### src/rtl/uart_tx_pkg.sv
// rtl/uart_tx_pkg.sv - shared state encoding and line-level constants for the UART transmitter
//
// Purpose : frame FSM state type and the fixed line levels used by uart_tx_frame.
// Ports   : none (package).
package uart_tx_pkg;

    typedef enum logic [2:0] {
        IDLE,
        START,
        DATA,
        PARITY,
        STOP
    } tx_state_t;

    localparam logic START_BIT  = 1'b0;
    localparam logic STOP_BIT   = 1'b1;
    localparam logic IDLE_LEVEL = 1'b1;

endpackage

### src/rtl/tx_bit_timer.sv
// rtl/tx_bit_timer.sv - clearable rollover counter used for bit timing and bit indexing
//
// Purpose : counts from START_VAL to MAX_VAL while enabled, then wraps back to START_VAL.
//           The reset value is 0; clear loads START_VAL so the first counted cycle is START_VAL.
// Ports   : clk      - clock
//           n_rst    - asynchronous active-low reset
//           clear    - load START_VAL (wins over enable)
//           enable   - advance the count this cycle
//           rollover - high in the enabled cycle where the count sits at MAX_VAL
module tx_bit_timer #(
    parameter int WIDTH     = 4,
    parameter int START_VAL = 0,
    parameter int MAX_VAL   = 9
) (
    input  logic clk,
    input  logic n_rst,
    input  logic clear,
    input  logic enable,
    output logic rollover
);

    logic [WIDTH-1:0] count;
    logic             at_max;

    assign at_max   = (count == WIDTH'(MAX_VAL));
    assign rollover = enable && at_max;

    always_ff @(posedge clk or negedge n_rst) begin
        if (!n_rst) begin
            count <= '0;
        end else if (clear) begin
            count <= WIDTH'(START_VAL);
        end else if (enable) begin
            if (at_max) begin
                count <= WIDTH'(START_VAL);
            end else begin
                count <= count + 1'b1;
            end
        end
    end

endmodule

### src/rtl/uart_tx_frame.sv
// rtl/uart_tx_frame.sv - UART frame transmitter: start, LSB-first data, optional even parity, stop
//
// Purpose : serialises one DATA_BITS word per accepted tx_start onto an idle-high line.
// Ports   : clk        - clock, all state on rising edge
//           n_rst      - asynchronous active-low reset
//           tx_start   - send request, honoured only in IDLE
//           tx_data    - word to send, captured when tx_start is accepted
//           serial_out - registered serial line, idle high
//           tx_busy    - registered, high while a frame is on the line
//           tx_done    - registered, one-cycle pulse after the stop bit
module uart_tx_frame
    import uart_tx_pkg::*;
#(
    parameter int CLKS_PER_BIT = 10,
    parameter int DATA_BITS    = 8,
    parameter int PARITY_EN    = 0
) (
    input  logic                 clk,
    input  logic                 n_rst,
    input  logic                 tx_start,
    input  logic [DATA_BITS-1:0] tx_data,
    output logic                 serial_out,
    output logic                 tx_busy,
    output logic                 tx_done
);

    localparam int BIT_CNT_W = $clog2(CLKS_PER_BIT + 1);
    localparam int IDX_CNT_W = $clog2(DATA_BITS + 1);

    tx_state_t            state_q, state_n;
    logic [DATA_BITS-1:0] shift_q, shift_n;
    logic                 parity_q, parity_n;
    logic                 serial_n;
    logic                 busy_n;
    logic                 done_n;

    logic accept;
    logic bit_roll;
    logic idx_roll;

    assign accept = (state_q == IDLE) && tx_start;

    // Bit period: cycle n+1 is count 1, rollover on count CLKS_PER_BIT.
    tx_bit_timer #(
        .WIDTH     (BIT_CNT_W),
        .START_VAL (1),
        .MAX_VAL   (CLKS_PER_BIT)
    ) u_bit_timer (
        .clk      (clk),
        .n_rst    (n_rst),
        .clear    (accept),
        .enable   (state_q != IDLE),
        .rollover (bit_roll)
    );

    // Data bit index: rolls over at the end of the last data bit and wraps to 0.
    tx_bit_timer #(
        .WIDTH     (IDX_CNT_W),
        .START_VAL (0),
        .MAX_VAL   (DATA_BITS - 1)
    ) u_idx_counter (
        .clk      (clk),
        .n_rst    (n_rst),
        .clear    (accept),
        .enable   ((state_q == DATA) && bit_roll),
        .rollover (idx_roll)
    );

    always_ff @(posedge clk or negedge n_rst) begin
        if (!n_rst) begin
            state_q    <= IDLE;
            shift_q    <= '0;
            parity_q   <= 1'b0;
            serial_out <= IDLE_LEVEL;
            tx_busy    <= 1'b0;
            tx_done    <= 1'b0;
        end else begin
            state_q    <= state_n;
            shift_q    <= shift_n;
            parity_q   <= parity_n;
            serial_out <= serial_n;
            tx_busy    <= busy_n;
            tx_done    <= done_n;
        end
    end

    // Outputs are computed one cycle ahead so every pin comes straight from a flop.
    always_comb begin
        state_n  = state_q;
        shift_n  = shift_q;
        parity_n = parity_q;
        serial_n = serial_out;
        busy_n   = tx_busy;
        done_n   = 1'b0;

        case (state_q)
            IDLE: begin
                serial_n = IDLE_LEVEL;
                busy_n   = 1'b0;
                if (tx_start) begin
                    state_n  = START;
                    shift_n  = tx_data;
                    parity_n = ^tx_data;
                    serial_n = START_BIT;
                    busy_n   = 1'b1;
                end
            end
            START: begin
                if (bit_roll) begin
                    state_n  = DATA;
                    serial_n = shift_q[0];
                end
            end
            DATA: begin
                // The line always shows shift_q[0]; shift at each bit boundary.
                if (bit_roll) begin
                    shift_n = shift_q >> 1;
                    if (idx_roll) begin
                        if (PARITY_EN != 0) begin
                            state_n  = PARITY;
                            serial_n = parity_q;
                        end else begin
                            state_n  = STOP;
                            serial_n = STOP_BIT;
                        end
                    end else begin
                        serial_n = shift_n[0];
                    end
                end
            end
            PARITY: begin
                if (bit_roll) begin
                    state_n  = STOP;
                    serial_n = STOP_BIT;
                end
            end
            STOP: begin
                if (bit_roll) begin
                    state_n  = IDLE;
                    serial_n = IDLE_LEVEL;
                    busy_n   = 1'b0;
                    done_n   = 1'b1;
                end
            end
            default: begin
                state_n  = IDLE;
                serial_n = IDLE_LEVEL;
                busy_n   = 1'b0;
            end
        endcase
    end

endmodule
### config.mk
export PLATFORM = sky130hd
export DESIGN_NAME = uart_tx_frame
export DESIGN_NICKNAME = d
export VERILOG_FILES = /design/src/rtl/uart_tx_pkg.sv /design/src/rtl/tx_bit_timer.sv /design/src/rtl/uart_tx_frame.sv
export SDC_FILE = /design/constraint.sdc
export NUM_CORES = 1
export LEC_CHECK = 0
export ABC_CLOCK_PERIOD_IN_PS = 1700
export CAP_MARGIN = 15
export CELL_PAD_IN_SITES_DETAIL_PLACEMENT = 1
export CELL_PAD_IN_SITES_GLOBAL_PLACEMENT = 1
export CORE_MARGIN = 2
export CORE_UTILIZATION = 42
export DETAILED_ROUTE_END_ITERATION = 12
export PLACE_DENSITY = 0.83
export SYNTH_ARGS = -nofsm -noshare
export SYNTH_HDL_FRONTEND = slang
export SYNTH_SLANG_ARGS = --single-unit
### constraint.sdc
create_clock -name clk -period 1.7 [get_ports clk]
set_input_delay 0.255 -clock clk [delete_from_list [all_inputs] [get_ports clk]]
set_output_delay 0.255 -clock clk [all_outputs]
set_load 0.02 [all_outputs]
After elaboration in Yosys (flattened, before gate mapping)
Cells that the tools add are included.

Flip-flop bits (word level): 22. Bits in latches: 0. RAM bits: 0. Memory bits (read-only): 0. Input bits: 11. Output and inout bits: 3. Word-level logic and storage cells: 65. Memories kept: 0.

Add/sub/neg operators: 2. $mul: 0. Divide/modulo/power cells: 0. Order comparisons: 0. Eq/ne operators: 13. Shifts and indexed selects: 0. Muxes and demuxes: 27. Bitwise operators: 1. Reductions and logical operators: 15.

Operators with widths (number): 4-bit 2-to-1 mux (6); 3-bit 2-to-1 mux (6); 8-bit 2-to-1 mux (2); 8-bit one-hot mux with 2 select lines (1); 3-bit one-hot mux with 5 select lines (1); 2-bit != test (second input constant) (6); 1-bit 2-to-1 mux (9); 4-bit by 1-bit adder with 4-bit output (second input constant) (2); 3-bit by 2-bit == test with 1-bit output (second input constant) (2); 3-bit AND reduction (2); 6-bit AND reduction (1); 2-bit nonzero test (3); 4-bit by 3-bit == test with 1-bit output (second input constant) (1); 4-bit == test (second input constant) (1); 1-bit logical AND (4); 1-bit one-hot mux with 4 select lines (1); 3-bit by 1-bit == test with 1-bit output (second input constant) (1); 3-bit == test (second input constant) (1); 3-bit zero test (1); 1-bit one-hot mux with 3 select lines (1); 3-bit nonzero test (1); 3-bit OR reduction (1); 2-bit by 1-bit != test with 1-bit output (second input constant) (1); 2-bit AND reduction (1); 2 further kinds (2).

Depth between registers and ports, before layout
Depth after elaboration: 7. Mapped depth: 5. Depth with buffers taken out: 4.

Cells and area by module
Synthesis repeated with hierarchy kept, for this count alone.

Cells, all modules: 108. Area, all modules: 1227.4 um2.

Modules (own cells, without submodules): uart_tx_frame (times used 1, cells an instance 67, area an instance 775.7 um2, seq. area each 351.6 um2); tx_bit_timer at u_idx_counter (times used 1, cells an instance 19, area an instance 245.2 um2, seq. area each 100.1 um2); tx_bit_timer at u_bit_timer (times used 1, cells an instance 22, area an instance 206.4 um2, seq. area each 100.1 um2).

Least setup slack after synthesis
Ideal clock, no wire load.

Path kind: flip-flop to flip-flop. Start: register state_q[0]. End: register u_idx_counter.count[0]. Library setup time: 0.078 ns. Arrival: 1.435 ns. Required time: 1.622 ns. Setup slack: 0.187 ns. Stages on the path, launching flop included: 5. Path buffers: 1. Clock period less this slack: 1.513 ns. Cells stage by stage: dfrtp_1 or3b_4 buf_6 or4_1 a21oi_1.

Cells in the longest elaborated chain, start to end: 4. Elaborated cells on any way between the ends: 8. Classes of those cells: eq/ne: 1; mux: 1; reduce/logical: 6.

Ends and longest elaborated chain: from (decl) (line uart_tx_frame.sv:30) `tx_state_t state_q, state_n;`; from (signal assigned) (line uart_tx_frame.sv:78) `state_q <= state_n;`; 3-bit nonzero test (line uart_tx_frame.sv:52) `.enable (state_q != IDLE),`; 1-bit logical AND (line tx_bit_timer.sv:26) `assign rollover = enable && at_max;`; 1-bit logical AND (line uart_tx_frame.sv:65) `.enable ((state_q == DATA) && bit_roll),`; 2-bit nonzero test (no line); to (signal assigned) (line tx_bit_timer.sv:32) `count <= WIDTH'(START_VAL);`; to (signal assigned) (line tx_bit_timer.sv:35) `count <= WIDTH'(START_VAL);`; to (signal assigned) (line tx_bit_timer.sv:37) `count <= count + 1'b1;`; to (decl) (line tx_bit_timer.sv:22) `logic [WIDTH-1:0] count;`.

Parallel ways exist; a longest one is shown, timed or not. A chain may end at the register's enable or synchronous reset.

Final worst setup path
Start: register u_idx_counter.count[0]. End: register u_idx_counter.count[0].

Cells in the longest elaborated chain, start to end: 4. Elaborated cells on any way between the ends: 5. Classes of those cells: add/sub: 1; eq/ne: 1; mux: 3.

Ends and longest elaborated chain: 4-bit by 1-bit adder with 4-bit output / 4-bit by 3-bit == test with 1-bit output (equally long branches) (line tx_bit_timer.sv:37, tx_bit_timer.sv:25); 4-bit 2-to-1 mux * (line tx_bit_timer.sv:34) `if (at_max) begin`; 4-bit 2-to-1 mux * (line tx_bit_timer.sv:33) `end else if (enable) begin`; 4-bit 2-to-1 mux * (line tx_bit_timer.sv:31) `end else if (clear) begin`.

Every way passes the cells marked *; elsewhere a longest branch is shown, timed or not. The select of a mux whose other input is x is not followed.

==> run summary <==
The flow ran to the end, and the final reports show no timing, DRC or antenna violations. The most used flip-flop cell after synthesis is sky130_fd_sc_hd__dfrtp_1. The tightest min-delay check is of the in2async type.

The logs give 3185 um2 for the full die area and 0.7797 for the routability-driven placement congestion ratio. The logs give 0.30 ns for the clock network latency to the later pin of the worst-skew pair and 0 for the setup violation total in the final timing report. For this run, the number of standard cells in the final layout without fillers is 165. The tools report the instance count of the mapped netlist as 111. The tool flagged a number of max-cap violations equal to 0.

For this configuration, the core starts out at a cell density of 42.99%. Sorting the synthesized cells by area gives the leading types as sky130_fd_sc_hd__dfrtp_1 (46%), sky130_fd_sc_hd__o32a_1 (5.2%), sky130_fd_sc_hd__o21a_1 (3.9%). The sequential-to-total area share from yosys stat was 47.78%; the post-CTS setup repair buffer count was 0. The number of nets in the synthesized netlist was 123; the total half-perimeter wirelength after legalization and detailed placement was 2.110 mm. The fraction of the cycle the final worst path needs is 93.18%. After global routing the overflow that remains totals 0. For the worst setup path, the data arrival time is 1.82 ns. Worst ir drop on vdd: 0.001147 V. The number of enable flip-flop cells after synthesis came out at 0. In this run the tightest slew margin relative to its limit is 65.81%. The power density over cell area came out at 1420 nW/um2.

For this run, the total global-route usage over all layers was measured as 19.10%. Setup repair after global routing left no endpoint under its margin. The sum of routed wire length over all layers was 2.765 mm. The run gives 0 as the total count of max-transition violations in the final report. The number of cells after detailed placement was 161. The number of antenna diodes in the final layout is 0. Highest clock frequency the design can meet: 0.6313 GHz.

14 I/O pins were placed. Clock tree synthesis inserted a total of 3 buffers. The tools report the hold violation count in the final report as 0. The number of H-tree branching levels was 1. sky130_fd_sc_hd__dfrtp_1 takes more of the synthesized area than any other cell. The total of warnings raised by yosys is 0.

From synthesis to final layout, the design area changed by 23.08%. The synthesized design devotes to its leading area cell type 45.50% of total area. The tools report the category of the worst setup path launch point as a register. For this design the static power due to leakage is 0.5837 nW. The worst-case clock buffer depth came out at 2. TritonCTS built the clock tree. After detailed placement, the total cell area comes to 1386 um2. The slew of the pin with the lowest slew margin came out at 0.5082 ns. The average wire per standard cell is 16.76 um, and the number of global-route vias before repair is 1,026.

In this run the tool buffered the top-level ports with 13 buffer cells. Path type of the worst setup path: reg2reg. Synthesis inferred 22 register bits. The design area was 1421 um2; the post-CTS clock slew at the launch and capture registers of the worst setup and hold paths was 0.13 ns. In this run the worst path has a maximum fanout of 4. For this run, the detailed router's first-pass iteration total came to 4. For the distinct cell type count of the synthesized netlist, the log shows 44. Remaining antenna violation count after routing: 0. The die outline height was 56.44 um; the mean post-synth cell area was 10.40 um2. The type of destination of the critical path was a register. The time the final worst path needs with I/O delays and setup is 1.584 ns. The wire length of the first global-routing pass is 4.823 mm, and the setup clock skew after layout is 0.001783 ns.

The logs give 2686 um2 for the placeable core region and 0 for the number of antenna violations at the first check in global routing. The first routing iteration left 21 violations. For this run, design rule violations remaining after detail routing come to 0. Of all flip-flops after synthesis, the portion carrying an async set or reset was 100.0%. Cells with a size suffix above 1 make up 16.42% of the layout.

The net count of the finished layout is 147. The total clock sinks came out at 22. CTS placed an instance of sky130_fd_sc_hd__clkbuf_4 at the clock tree root. In this run the cell area of the synthesized design comes to 1155 um2. For this block, the via count after detailed routing is 976. Entering global routing, the biggest net connects 23 pins. Worst endpoint required time: 1.94 ns. The number of rows in the core area was 19; the number of vias per cell after detailed routing was 5.915. Measured along the x axis, the die boundary spans 56.44 um.
[where the power goes]
group / switching, W / total, W / leakage, nW / internal (W)
Sequential: 0.000153 / 0.000877 / 0.266 / 0.000724
Clock: 0.000162 / 0.000292 / 0.0210 / 0.000131
Combinational: 0.000420 / 0.000850 / 0.297 / 0.000430
[registers in the layout, indices dropped and copies added, names as in the netlist]
signal and flops:
state_q 3, serial_out 1, u_idx_counter.count 4, shift_q 8, tx_busy 1, u_bit_timer.count 4
tx_done 1
[cell usage in the layout (no fill, tap or decap), drive strengths merged, types with 5 or more instances in the layout]
cell type and count:
o32a 6, clkdlybuf4s50 12, a21oi 6, o21ai 8, inv 6, dfrtp 21
buf 13, nand3 5, o21a 6, nand2 6
[cell families after synthesis]
group,Yosys count,share of synthesized area (%)
AO/OA/AOI/OAI,36,22.97
XOR/XNOR,1,0.7585
adder cells (fa/ha/maj),1,1.083
buffers and inverters,13,4.983
flip-flops,22,47.78
multiplexers,4,3.467
AND/OR/NAND/NOR,34,18.96
[layout make-up]
| cell class | count | area [um2] |
|---|---|---|
| clock buffers | 4 | 36.28 |
| fillers | 324 | 1265 |
| inverters | 6 | 22.52 |
| flip-flops and latches | 22 | 551.8 |
| repair buffers | 26 | 226.5 |
| well taps | 31 | 38.79 |
| multi-input cells | 76 | 545.5 |
[per-layer routing]
metal  vias up  GRT usage (%)  share of wire, %
met4         0          4.082              0.61
met3         2          2.995               2.0
li1        465              -                 -
met1       497          26.73                48
met2        12          31.40                49
met5         -              0                 0
[timing repair]
item	4_1_cts	5_1_grt
endpoints found under the setup margin	1	0
gates resized for setup	1	0
hold buffers	0	0
[cell usage after synthesis (2+ instances only)]
cell and count:
sky130_fd_sc_hd__dfrtp_1 21, sky130_fd_sc_hd__o21ai_0 7, sky130_fd_sc_hd__a21oi_1 6, sky130_fd_sc_hd__inv_1 6, sky130_fd_sc_hd__nand2_1 6, sky130_fd_sc_hd__o21a_1 6, sky130_fd_sc_hd__o32a_1 6, sky130_fd_sc_hd__clkbuf_1 5
sky130_fd_sc_hd__nand3_1 5, sky130_fd_sc_hd__mux2i_1 4, sky130_fd_sc_hd__nor2_1 3, sky130_fd_sc_hd__nand2b_1 2, sky130_fd_sc_hd__nor2b_1 2, sky130_fd_sc_hd__or3_1 2
[final timing paths]
path / startpoint / to / slack, ns / cells past startpoint
setup reg to reg: u_idx_counter.count[0] / u_idx_counter.count[0] / 0.12 / 4
hold / removal: n_rst / u_bit_timer.count[1] / 0.28 / 2
setup / recovery: u_idx_counter.count[0] / u_idx_counter.count[0] / 0.12 / 4
min in group clk: tx_data[7] / shift_q[7] / 0.51 / 3
max in group asynchronous: n_rst / serial_out / 1.14 / 2
hold reg to reg: shift_q[0] / shift_q[0] / 0.52 / 1
[through the flow]
step	worst slack [ns]	hold slack, ns	power, W	util, %	TNS, ns
5_1_grt	0.02841	0.3114	0.002167	52.91	0
4_1_cts	0.09482	0.2921	0.002031	52.91	0
3_5_place_dp	-0.1407	0.4855	0.001750	51.61	-0.6164
6_report	0.1159	0.2837	0.002019	52.91	0
3_3_place_gp	-0.1043	0.4782	0.001692	51.61	-0.5077
2_1_floorplan	0.1870	-0.04059	0.001421	-	0
[worst max-delay path: stages, from the launching register on]
cell	delay (ns)
sky130_fd_sc_hd__dfrtp_1	0.43
sky130_fd_sc_hd__ha_1	0.25
sky130_fd_sc_hd__and3b_1	0.23
sky130_fd_sc_hd__or4_1	0.48
sky130_fd_sc_hd__a21oi_1	0.14
No activity file was read; power rests on OpenSTA's default activity.
